--- src/rtl/score_keeper_pkg.sv ---
// ---------------------------------------------------------------------------
// score_keeper_pkg
//   Shared definitions for the score keeper: game state and winner
//   encodings, score width, and small helpers for the saturating score
//   and the end-of-game winner decision.
// ---------------------------------------------------------------------------
package score_keeper_pkg;

    localparam int SCORE_W = 8;

    typedef enum logic [1:0] {
        ST_IDLE = 2'b00,
        ST_ARM  = 2'b01,
        ST_PLAY = 2'b10,
        ST_OVER = 2'b11
    } game_state_e;

    typedef enum logic [1:0] {
        WIN_NONE = 2'b00,
        WIN_P1   = 2'b01,
        WIN_P2   = 2'b10,
        WIN_TIE  = 2'b11
    } winner_e;

    // Increment that sticks at the ceiling instead of wrapping.
    function automatic logic [SCORE_W-1:0] sat_inc(input logic [SCORE_W-1:0] value,
                                                   input logic [SCORE_W-1:0] ceiling);
        return (value >= ceiling) ? ceiling : value + SCORE_W'(1);
    endfunction

    // A one-player game always credits player 1; otherwise the higher score wins.
    function automatic winner_e pick_winner(input logic               two_player,
                                            input logic [SCORE_W-1:0] p1_score,
                                            input logic [SCORE_W-1:0] p2_score);
        if (!two_player)
            return WIN_P1;
        if (p1_score > p2_score)
            return WIN_P1;
        if (p2_score > p1_score)
            return WIN_P2;
        return WIN_TIE;
    endfunction

endpackage

--- src/rtl/score_keeper_counter.sv ---
// ---------------------------------------------------------------------------
// score_counter
//   One player's score: accepts hit pulses while enabled and not locked
//   out, counts them into a saturating score, and after each accepted hit
//   ignores further hits for LOCK_FRAMES frame ticks.
//
//   clk     in  pixel clock
//   rst     in  synchronous, active-low reset
//   clear   in  clears score and lockout (game arming)
//   enable  in  hits may be counted this clk
//   tick    in  one-clk frame tick
//   hit     in  one-clk hit pulse
//   score   out saturating binary score
// ---------------------------------------------------------------------------
module score_counter
    import score_keeper_pkg::*;
#(
    parameter int MAX_SCORE   = 99,
    parameter int LOCK_FRAMES = 2
) (
    input  logic               clk,
    input  logic               rst,
    input  logic               clear,
    input  logic               enable,
    input  logic               tick,
    input  logic               hit,
    output logic [SCORE_W-1:0] score
);

    localparam int                 LOCK_W    = (LOCK_FRAMES > 0) ? $clog2(LOCK_FRAMES + 1) : 1;
    localparam logic [LOCK_W-1:0]  LOCK_LOAD = LOCK_W'(LOCK_FRAMES);
    localparam logic [SCORE_W-1:0] SCORE_MAX = SCORE_W'(MAX_SCORE);

    logic [LOCK_W-1:0] lock;
    logic              accept;

    assign accept = enable & hit & (lock == '0);

    // NOTE: state registers use non-blocking assignments so every flop
    // samples the pre-edge values of the others, independent of block order.
    always_ff @(posedge clk) begin
        if (!rst) begin
            score <= '0;
            lock  <= '0;
        end else if (clear) begin
            score <= '0;
            lock  <= '0;
        end else if (accept) begin
            // A load on the same clk as a tick takes priority over the decrement.
            score <= sat_inc(score, SCORE_MAX);
            lock  <= LOCK_LOAD;
        end else if (tick && lock != '0) begin
            lock  <= lock - LOCK_W'(1);
        end
    end

endmodule

--- src/rtl/score_keeper.sv ---
// ---------------------------------------------------------------------------
// score_keeper
//   Game-control stage ahead of the HUD overlay: frame-tick extraction from
//   vsync, start-button debounce, IDLE/ARM/PLAY/OVER game FSM, per-player
//   score counters and the winner latch.
//
//   clk           in   pixel clock
//   rst           in   synchronous, active-low reset
//   vsync_in      in   VGA vsync; rising edge marks a frame
//   start_btn     in   raw start button level
//   NoOfPlayers   in   0 = one player, 1 = two players (sampled in ARM)
//   p1_hit        in   player 1 hit pulse
//   p2_hit        in   player 2 hit pulse
//   TimeOut       in   game-over flag from the overlay
//   Player1Score  out  player 1 score
//   Player2Score  out  player 2 score
//   game_state    out  00 IDLE, 01 ARM, 10 PLAY, 11 OVER
//   game_active   out  high only in PLAY
//   winner        out  00 none, 01 P1, 10 P2, 11 tie (valid in OVER)
//   timer_rst_n   out  low in IDLE/ARM, high in PLAY/OVER
// ---------------------------------------------------------------------------
module score_keeper
    import score_keeper_pkg::*;
#(
    parameter int MAX_SCORE    = 99,
    parameter int LOCK_FRAMES  = 2,
    parameter int START_FRAMES = 3
) (
    input  logic               clk,
    input  logic               rst,
    input  logic               vsync_in,
    input  logic               start_btn,
    input  logic               NoOfPlayers,
    input  logic               p1_hit,
    input  logic               p2_hit,
    input  logic               TimeOut,
    output logic [SCORE_W-1:0] Player1Score,
    output logic [SCORE_W-1:0] Player2Score,
    output logic [1:0]         game_state,
    output logic               game_active,
    output logic [1:0]         winner,
    output logic               timer_rst_n
);

    localparam int              ST_W   = (START_FRAMES > 0) ? $clog2(START_FRAMES + 1) : 1;
    localparam logic [ST_W-1:0] ST_MAX = ST_W'(START_FRAMES);

    logic              vsync_q;
    logic              vsync_q2;
    logic              tick;
    logic [ST_W-1:0]   st_cnt;
    logic              start_ok;
    game_state_e       state;
    winner_e           winner_r;
    logic              mode_r;
    logic              play_open;

    // ---------------- frame tick ----------------
    always_ff @(posedge clk) begin
        if (!rst) begin
            vsync_q  <= 1'b0;
            vsync_q2 <= 1'b0;
        end else begin
            vsync_q  <= vsync_in;
            vsync_q2 <= vsync_q;
        end
    end

    assign tick = vsync_q & ~vsync_q2;

    // ---------------- start debounce ----------------
    // Counts consecutive frames with the button held; any low sample restarts it.
    always_ff @(posedge clk) begin
        if (!rst) begin
            st_cnt <= '0;
        end else if (tick) begin
            if (!start_btn)
                st_cnt <= '0;
            else if (st_cnt != ST_MAX)
                st_cnt <= st_cnt + ST_W'(1);
        end
    end

    assign start_ok = (st_cnt == ST_MAX);

    // ---------------- game FSM ----------------
    // game_active and timer_rst_n are registered alongside the state and only
    // change on the transitions that enter or leave PLAY / OVER.
    always_ff @(posedge clk) begin
        if (!rst) begin
            state       <= ST_IDLE;
            mode_r      <= 1'b0;
            winner_r    <= WIN_NONE;
            game_active <= 1'b0;
            timer_rst_n <= 1'b0;
        end else begin
            case (state)
                ST_IDLE: begin
                    if (start_ok)
                        state <= ST_ARM;
                end
                ST_ARM: begin
                    state       <= ST_PLAY;
                    mode_r      <= NoOfPlayers;
                    winner_r    <= WIN_NONE;
                    game_active <= 1'b1;
                    timer_rst_n <= 1'b1;
                end
                ST_PLAY: begin
                    // Hits are blocked while TimeOut is high, so the scores seen
                    // here are final.
                    if (TimeOut) begin
                        state       <= ST_OVER;
                        winner_r    <= pick_winner(mode_r, Player1Score, Player2Score);
                        game_active <= 1'b0;
                    end
                end
                ST_OVER: begin
                    // Wait for the button to be seen released on a frame so a
                    // held press cannot immediately rearm.
                    if (tick && !start_btn) begin
                        state       <= ST_IDLE;
                        timer_rst_n <= 1'b0;
                    end
                end
                default: begin
                    state       <= ST_IDLE;
                    game_active <= 1'b0;
                    timer_rst_n <= 1'b0;
                end
            endcase
        end
    end

    assign game_state = state;
    assign winner     = winner_r;

    // ---------------- score counters ----------------
    assign play_open = (state == ST_PLAY) & ~TimeOut;

    score_counter #(
        .MAX_SCORE  (MAX_SCORE),
        .LOCK_FRAMES(LOCK_FRAMES)
    ) u_p1 (
        .clk   (clk),
        .rst   (rst),
        .clear (state == ST_ARM),
        .enable(play_open),
        .tick  (tick),
        .hit   (p1_hit),
        .score (Player1Score)
    );

    score_counter #(
        .MAX_SCORE  (MAX_SCORE),
        .LOCK_FRAMES(LOCK_FRAMES)
    ) u_p2 (
        .clk   (clk),
        .rst   (rst),
        .clear (state == ST_ARM),
        .enable(play_open & mode_r),
        .tick  (tick),
        .hit   (p2_hit),
        .score (Player2Score)
    );

endmodule

--- config.mk ---
export PLATFORM = sky130hd
export DESIGN_NAME = score_keeper
export DESIGN_NICKNAME = d
export VERILOG_FILES = /design/src/rtl/score_keeper_pkg.sv /design/src/rtl/score_keeper_counter.sv /design/src/rtl/score_keeper.sv
export SDC_FILE = /design/constraint.sdc
export NUM_CORES = 1
export LEC_CHECK = 0
export ABC_CLOCK_PERIOD_IN_PS = 1700
export BUFFER_PORTS_ARGS = -buffer_cell sky130_fd_sc_hd__buf_2
export CAP_MARGIN = 0
export CORE_MARGIN = 2
export CORE_UTILIZATION = 50
export CTS_CLUSTER_SIZE = 20
export DETAILED_ROUTE_END_ITERATION = 16
export GPL_TIMING_DRIVEN = 0
export PLACE_DENSITY_LB_ADDON = 0.3
export SLEW_MARGIN = 0
export SYNTH_ARGS = -nofsm -noshare
export SYNTH_HDL_FRONTEND = slang
export SYNTH_SLANG_ARGS = --single-unit
--- constraint.sdc ---
create_clock -name clk -period 1.7 [get_ports clk]
set_input_delay 0.255 -clock clk [delete_from_list [all_inputs] [get_ports clk]]
set_output_delay 0.255 -clock clk [all_outputs]
set_load 0.1 [all_outputs]
==> results.cfg <==
[logic_synthesis]
synth_area_um2 = 1710
ys_ff_latch = 31
syn_inst = 194
synth-async-reset-ratio = 0
yosysUniqueCellTypes = 46
synth_ff_type = dfxtp_1
syn_nets = 219
ys_warn_count = 0
seq_area_frac_synth = 0.364
avgSynthCellArea_um2 = 8.79
synth_edf_count = 0

[timing]
grt_setup_unrepaired = true
min_period_over_period = 0.980
setup_tns_ns = 0
hold_viol = 0
slew_violations = 0
setup_violations = 0
fin_crit_ns = 1.67
holdWs_ns = 0.128
skew_ns = 0.00986
max_clock_freq_mhz = 600
relSlewSlack = 0.675
worst_slew_pin_slew_ns = 0.491

[worst_setup_path]
endpoint_kind = flop
ff2ff_setup_slack_ns = 0.03
required_ns = 1.91
cp_data_arrival_time_ns = 1.88
crit_type = reg2reg
cp_max_fo = 5
critPathLaunchType = flop
r2r-start = u_p1.score[1]
crit_path_start = u_p1.score[1]

[global_routing]
grt_pass1_vias = 1355
grt_overflow = 0
grt_first_pass_wirelength_um = 6210
grt_max_degree = 11
antenna_found_initial = 0
grtUsageTotal = 0.198

[clocking]
cts-root-buf = clkbuf_4
clock_path_buffers = 2
clk_latency_ns = 0.34
cts_num_sinks = 31
numCtsBuffers = 5
path_clk_slew_ns = 0.09
tritoncts = built
cts-htree-levels = 2

[detailed_routing]
wl_um = 3870
antenna_left = 0
dr_total_vias = 1541
drt_iter0_drc = 115
route.detailed.drc = 0
viasPerCell = 5.50
wl_per_cell_um = 13.8
dr.pass1.iters = 4

[cells_and_area]
drive_above_1_share = 0.316
layout.cells.non_filler = 280
n_antenna_cell = 0
syn_to_final_growth_pct = 23.1
final_nets = 258
fillCellCount = 294

[floorplan]
die_y_um = 62.4
fp.dieW_um = 62.4
std_cell_rows = 21
die_area_um2 = 3890
initial_core_util = 0.515
io_pins = 30
core_um2 = 3310

[place]
finalWeightedCongestion = 0.878
dp.cells = 269
portBuffers = 29
hpwl_um = 2830

[power]
pwr_density_cell_nw_per_um2 = 837
finalPower_mw = 1.76
vdd_ir_drop_max_mv = 0.916
power.leakage_nw = 0.881

[min_path]
hold_path.class = in2reg
min_from = vsync_in

[job]
drv_cap = 0

[status]
run_status = finished clean
kinds of logic after synthesis:
| logic type | after synthesis | share of synthesized area |
|---|---|---|
| AOI/OAI and AO/OA | 45 | 0.169 |
| xor gates and xnor gates | 7 | 0.0360 |
| adders and majority gates | 17 | 0.125 |
| buffers and inverters | 20 | 0.0492 |
| DFF | 31 | 0.364 |
| muxes | 3 | 0.0176 |
| and+or+nand+nor | 71 | 0.239 |
layout by cell type (no fill, tap or decap), drive strengths merged, types with 4 or more instances in the layout:
master,n
nor3,7
a211oi,5
nand2b,4
inv,17
o21ai,10
xnor2,4
nand2,13
and2,4
nand3,6
dfxtp,31
clkbuf,8
ha,17
nor2,13
buf,33
a21oi,17
and3,7
final cells by class:
| cell class | instances | area, um^2 | share of cell area |
|---|---|---|---|
| Multi-Input combinational cell | 143 | 1050 | 0.501 |
| Sequential cell | 31 | 678 | 0.323 |
| Inverter | 18 | 67.6 | 0.0322 |
| Tap cell | 46 | 57.6 | 0.0274 |
| Clock inverter | 1 | 3.75 | 0.00179 |
| Buffer | 2 | 18.8 | 0.00894 |
| Timing Repair Buffer | 32 | 168 | 0.0799 |
| Clock buffer | 7 | 55.1 | 0.0262 |
cell usage after synthesis, types with 4 or more instances:
cell	instances	share of area
inv_1	17	0.037
a21oi_1	17	0.050
o21ai_0	8	0.023
nor2_1	13	0.029
and3_1	6	0.022
nand2_1	13	0.029
ha_1	17	0.12
nand3_1	6	0.018
dfxtp_1	31	0.36
a211oi_1	4	0.018
nor3_1	7	0.021
nand2b_1	4	0.015
xnor2_1	4	0.021
through the flow:
step	area, um^2	setup WS (ns)	util
CTS	2040	0.00395	0.616
detailed placement	1980	0.0249	0.598
finish	2100	0.0340	0.634
global route	2100	-0.0481	0.634
global placement	1980	0.0274	0.598
floorplan	1780	-0.000244	-
where the power goes:
| part | leakage, nW | switching [mW] | total [mW] | internal, mW |
|---|---|---|---|---|
| registers | 0.264 | 0.0346 | 0.787 | 0.753 |
| clock network | 0.0329 | 0.249 | 0.447 | 0.198 |
| logic | 0.585 | 0.387 | 0.523 | 0.136 |
| total | 0.881 | 0.671 | 1.76 | 1.09 |
worst max-delay path, stage by stage, from the launching register on:
cell      delay [ns]
dfxtp_4         0.37
ha_4            0.16
or4_4           0.45
a211oi_4        0.35
buf_4           0.17
a211oi_2        0.05
registers in the layout, summed over array words and instances (netlist names):
register / cells
game_active: 1
vsync_q2: 1
winner: 2
vsync_q: 1
game_state: 2
u_p2.lock: 2
u_p2.score: 8
mode_r: 1
u_p1.lock: 2
u_p1.score: 8
timer_rst_n: 1
st_cnt: 2
final timing paths:
path | to | cells past startpoint
worst min-delay path | vsync_q | 2
worst max register to register | u_p1.score[0] | 5
worst min register to register | game_active | 2
worst max-delay path | u_p1.score[0] | 5
what timing repair did:
item	CTS	global route
resized for setup	0	11
hold buffers	0	0
setup buffers	0	3
endpoints found under the setup margin	0	14
metal layers:
layer / GRT usage / up-vias / routed length (um)
met5: 0 / - / 0
met4: 0.0722 / 0 / 56
met3: 0.0613 / 6 / 220
met2: 0.329 / 39 / 1890
met1: 0.241 / 720 / 1700
li1: - / 776 / -
Note: power is estimated with default switching activity, not from simulation.
